## config.mk

```make
export PLATFORM = sky130hd
export DESIGN_NAME = de_mux14
export DESIGN_NICKNAME = d
export VERILOG_FILES = /design/src/rtl/de_mux14_pkg.sv /design/src/rtl/de_mux14_chan.sv /design/src/rtl/de_mux14.sv
export SDC_FILE = /design/constraint.sdc
export NUM_CORES = 1
export LEC_CHECK = 0
export ABC_AREA = 1
export BUFFER_PORTS_ARGS = -buffer_cell sky130_fd_sc_hd__buf_2
export CORE_AREA = 2 2 39 41
export CTS_CLUSTER_DIAMETER = 150
export DETAILED_ROUTE_END_ITERATION = 8
export DIE_AREA = 0 0 41 43
export MAX_ROUTING_LAYER = met4
export SYNTH_ARGS = -nofsm -noshare
export SYNTH_HDL_FRONTEND = slang
export SYNTH_HIERARCHICAL = 1
export SYNTH_SLANG_ARGS = --single-unit
```

## constraint.sdc

```tcl
create_clock -name clk -period 0.8 [get_ports clk]
set_clock_uncertainty 0.2 [all_clocks]
set_input_delay 0.08 -clock clk [delete_from_list [all_inputs] [get_ports clk]]
set_output_delay 0.08 -clock clk [all_outputs]
set_load 0.01 [all_outputs]
```

## src/rtl/de_mux14_pkg.sv

```systemverilog
// Shared constants, select encoding and decode helper for the de_mux14
// registered 1-to-4 demultiplexer.
package de_mux14_pkg;

  localparam int NUM_OUT = 4;
  localparam int SEL_W   = 2;
  localparam int CNT_W   = 16;

  // Select index {s1,s0}; the value names the output it routes to.
  typedef enum logic [SEL_W-1:0] {
    SEL_OP0 = 2'd0,
    SEL_OP1 = 2'd1,
    SEL_OP2 = 2'd2,
    SEL_OP3 = 2'd3
  } sel_e;

  // One-hot decode of a select index into a per-output hit vector.
  function automatic logic [NUM_OUT-1:0] sel_onehot(input sel_e sel);
    return NUM_OUT'(1) << sel;
  endfunction

endpackage

```

## src/rtl/de_mux14_chan.sv

```systemverilog
// One output slice of de_mux14: data register, valid flop, hold/zero policy
// for unselected cycles and, when DEMUX14_CNT_EN is defined, a saturating
// hit counter with synchronous clear.
module de_mux14_chan
  import de_mux14_pkg::*;
#(
  parameter int DATA_W    = 1,
  parameter int HOLD_MODE = 0
) (
  input  logic              clk,
  input  logic              rst,
  input  logic [DATA_W-1:0] in,
  input  logic              hit,
`ifdef DEMUX14_CNT_EN
  input  logic              cnt_clr,
  output logic [CNT_W-1:0]  cnt,
`endif
  output logic [DATA_W-1:0] q,
  output logic              q_valid
);

  logic [DATA_W-1:0] r_data;
  logic              r_valid;

  // Data register: load on hit, otherwise zero or hold depending on HOLD_MODE.
  always_ff @(posedge clk) begin
    // NOTE: reset is synchronous and is tested first, so it wins over a hit
    // arriving in the same cycle; non-blocking (<=) keeps every flop sampling
    // pre-edge values regardless of statement order.
    if (rst) begin
      r_data <= '0;
    end else if (hit) begin
      r_data <= in;
    end else if (HOLD_MODE == 0) begin
      r_data <= '0;
    end
  end

  // Valid strobe: high for exactly the cycle after this slice was written.
  always_ff @(posedge clk) begin
    if (rst) r_valid <= 1'b0;
    else     r_valid <= hit;
  end

  assign q       = r_data;
  assign q_valid = r_valid;

`ifdef DEMUX14_CNT_EN
  logic [CNT_W-1:0] r_cnt;

  // Hit counter: clear beats increment, and the count sticks at all-ones.
  always_ff @(posedge clk) begin
    if (rst || cnt_clr) begin
      r_cnt <= '0;
    end else if (hit && (r_cnt != '1)) begin
      r_cnt <= r_cnt + 1'b1;
    end
  end

  assign cnt = r_cnt;
`endif

endmodule

```

## src/rtl/de_mux14.sv

```systemverilog
// de_mux14: registered 1-to-4 demultiplexer. {s1,s0} picks which of op0..op3
// receives the qualified input word one cycle later; op_valid is the matching
// one-hot strobe. HOLD_MODE selects zeroing or holding of unselected outputs.
// Optional feature macro: DEMUX14_CNT_EN adds per-output saturating hit
// counters cnt0..cnt3 and a synchronous clear input cnt_clr.
module de_mux14
  import de_mux14_pkg::*;
#(
  parameter int DATA_W    = 1,
  parameter int HOLD_MODE = 0
) (
  input  logic               clk,
  input  logic               rst,
  input  logic [DATA_W-1:0]  in,
  input  logic               in_valid,
  input  logic               s0,
  input  logic               s1,
`ifdef DEMUX14_CNT_EN
  input  logic               cnt_clr,
  output logic [CNT_W-1:0]   cnt0,
  output logic [CNT_W-1:0]   cnt1,
  output logic [CNT_W-1:0]   cnt2,
  output logic [CNT_W-1:0]   cnt3,
`endif
  output logic [DATA_W-1:0]  op0,
  output logic [DATA_W-1:0]  op1,
  output logic [DATA_W-1:0]  op2,
  output logic [DATA_W-1:0]  op3,
  output logic [NUM_OUT-1:0] op_valid
);

  sel_e               w_sel;
  logic [NUM_OUT-1:0] w_hit;
  logic [DATA_W-1:0]  w_data [NUM_OUT];
`ifdef DEMUX14_CNT_EN
  logic [CNT_W-1:0]   w_cnt  [NUM_OUT];
`endif

  // Index decode: a hit is raised only for the selected output of a valid word.
  always_comb begin
    // NOTE: every always_comb output gets a default first, so no path can
    // leave it unassigned and infer a latch.
    w_hit = '0;
    w_sel = sel_e'({s1, s0});
    if (in_valid) w_hit = sel_onehot(w_sel);
  end

  for (genvar g = 0; g < NUM_OUT; g++) begin : g_chan
    de_mux14_chan #(
      .DATA_W    (DATA_W),
      .HOLD_MODE (HOLD_MODE)
    ) u_chan (
      .clk     (clk),
      .rst     (rst),
      .in      (in),
      .hit     (w_hit[g]),
`ifdef DEMUX14_CNT_EN
      .cnt_clr (cnt_clr),
      .cnt     (w_cnt[g]),
`endif
      .q       (w_data[g]),
      .q_valid (op_valid[g])
    );
  end

  assign op0 = w_data[SEL_OP0];
  assign op1 = w_data[SEL_OP1];
  assign op2 = w_data[SEL_OP2];
  assign op3 = w_data[SEL_OP3];

`ifdef DEMUX14_CNT_EN
  assign cnt0 = w_cnt[SEL_OP0];
  assign cnt1 = w_cnt[SEL_OP1];
  assign cnt2 = w_cnt[SEL_OP2];
  assign cnt3 = w_cnt[SEL_OP3];
`endif

endmodule

```

==> qor.csv <==
metric,value,unit
Worst Tran Pin Value,0.120,ns
worst hold path class,in2reg,
Worst slew margin,92.0,%
final hold vios,8,
Top delay family on crit path,flip-flops,
yosys warns,6,
max-slew violations,0,
WP data arrival,0.66,ns
failing checks,"negative hold slack, negative setup slack",
CTS root buf,clkbuf_4,
Vias,235,
vias in the first global route,199,
total CTS buffers,3,
Clock Pin Slew Worst Setup and Hold Paths,0.05,ns
data required time of the worst path,0.52,ns
VDD IR max,0.490,mV
"FFs w/ async S/R, synth",0,%
CP Cell Sequence,buf_2,
critical path type,reg2out,
Clk network pwr share,38.0,%
sequential-to-total area share from yosys stat,56.1,%
"count leader, synth",inv_1,
Post-synth EDFFs,0,
post-CTS setup buffer count,0,
net switching power,0.000157,W
Switching Share,20.7,%
H-Tree Depth,1,
P&R area growth vs syn,37.7,%
Std-Cell Rows,14,
commonest cells in the netlist,"inv_1, dfxtp_1, nand2_2, nor2_1, nor2_2",
FILL cells,159,
CP startpoint kind,flop,
CTS max path bufs,2,
IO Port Bufs,13,
peak per-stage delay on the critical path,0.30,ns
post-synth net total,42,
CORE AREA,1380,sq um
Highest Clock Rate,1.06,GHz
worst path bufs/invs,1,
GRT overflow,0,
via density per instance,3.46,
critical path endpoint,op_valid[0],
total routing usage reported by global routing,6.30,%
CTS tree,done,
Netlist Area Pre-Place,285,sq um
Worst Setup SP,g_chan[0].u_chan/q_valid,
Routed Wire Length,412,microns
Comb power frac,8.1,%
RSZ-0062 raised after global routing,true,
Detail Placement HPWL,354,microns
largest area contributor in the netlist,dfxtp_1,
Setup TNS Final,-1.10,ns
final setup margin,-0.142,ns
n_diodes,0,
cell depth of the worst setup path,1,
max-cap violations,0,
placed cell areas,370,sq um
DRC viols,0,
Ports,14,
Avg Inst Size Synth,7.92,sq um
wire length per cell,6.06,microns
Yosys cell types,6,
prevailing post-synth register cell,dfxtp_1,
Tcrit/Tclk final,118,%
Power Dens Cells,1940,nW/um^2
multi-input logic area,72.6,sq um
worst-path fanout max,1,
Finished Cell Area,393,sq um
Crit-path slowest cell,dfxtp_1,
P_int,0.000604,W
Placer Congestion,0.655,
die width,41,microns
Die Span Y,43,microns
Seq. cell area,160,sq um
fin crit period,0.942,ns
first-pass GRT wire length,683,microns
status,finished with violations,
# setup viols final,8,
Flop pwr share,53.8,%
P_leak,0.260,nW
fin nets,60,
Synth area leaders,"dfxtp_1, inv_1, nand2_2",
share of layout cells above drive strength 1,46.2,%
CTS-repair resized insts,0,
Initial Utilization,20.6,%
largest net degree at the start of global routing,5,
Seq cells post-synth,8,
Syn Inst Count,36,
DRT iter0 DRCs,4,
die area,1760,sq um
drt first pass iters,3,
Hold Slack,-0.109,ns
initial antenna violation count,0,
top cell type's share of synthesized area,56.1,%
post-route ant nets,0,
Clock Sinks,8,
Critical Path Sink Type,output port,
[final cells by class]
class / count / share of cell area (%)
Sequential cell: 8 / 40.8
Clock buffer: 3 / 5.73
Timing Repair Buffer: 13 / 16.6
Tap cell: 16 / 5.10
Multi-Input combinational cell: 14 / 18.5
Inverter: 14 / 13.4
[kinds of logic after synthesis]
| group | Yosys count | share of synthesized area, % |
|---|---|---|
| buffers and inverters | 14 | 18.4 |
| DFF | 8 | 56.1 |
| and+or+nand+nor | 14 | 25.4 |
[metal layers]
| layer | global-route usage (%) | routed length (microns) |
|---|---|---|
| met1 | 7.47 | 160 |
| met2 | 7.19 | 211 |
| met3 | 0 | 40 |
| met4 | 10.0 | 0 |
| met5 | - | 0 |
[flip-flops by register name (all words and copies together) (netlist names)]
register,count
g_chan.u_chan/q,4
g_chan.u_chan/q_valid,4
[metrics by stage]
stage	utilization [%]	cells	total power (W)	setup WS [ns]
detailed placement	26.8	65	0.000481	-0.00537
global route	28.4	68	0.000799	-0.175
CTS	28.4	68	0.000778	-0.163
finish	28.4	68	0.000761	-0.142
floorplan	-	36	0.000452	0.151
global placement	26.8	65	0.000479	0.00452
[cells in the final DEF (no fill, tap or decap)]
| cell | Yosys | final |
|---|---|---|
| nor2_1 | 4 | 4 |
| dfxtp_1 | 8 | 8 |
| nor2_2 | 4 | 4 |
| buf_2 | 0 | 13 |
| inv_1 | 14 | 14 |
| clkbuf_4 | 0 | 3 |
| nand2_2 | 4 | 4 |
| nand2_1 | 2 | 2 |
[worst min-delay path by stage]
stage | start | end | cells past startpoint
floorplan | in | g_chan[0].u_chan/q | 2
global placement | in | g_chan[0].u_chan/q | 3
detailed placement | in | g_chan[1].u_chan/q | 3
CTS | in | g_chan[1].u_chan/q | 3
global route | in | g_chan[3].u_chan/q | 3
finish | in | g_chan[1].u_chan/q | 3
[power groups by stage]
stage	clock network (W)	logic [W]	registers (W)
floorplan	0	0.0000294	0.000423
global placement	0	0.0000616	0.000418
detailed placement	0	0.0000630	0.000418
CTS	0.000305	0.0000633	0.000409
global route	0.000316	0.0000733	0.000409
finish	0.000289	0.0000618	0.000409
No activity file was read; power rests on OpenSTA's default activity.
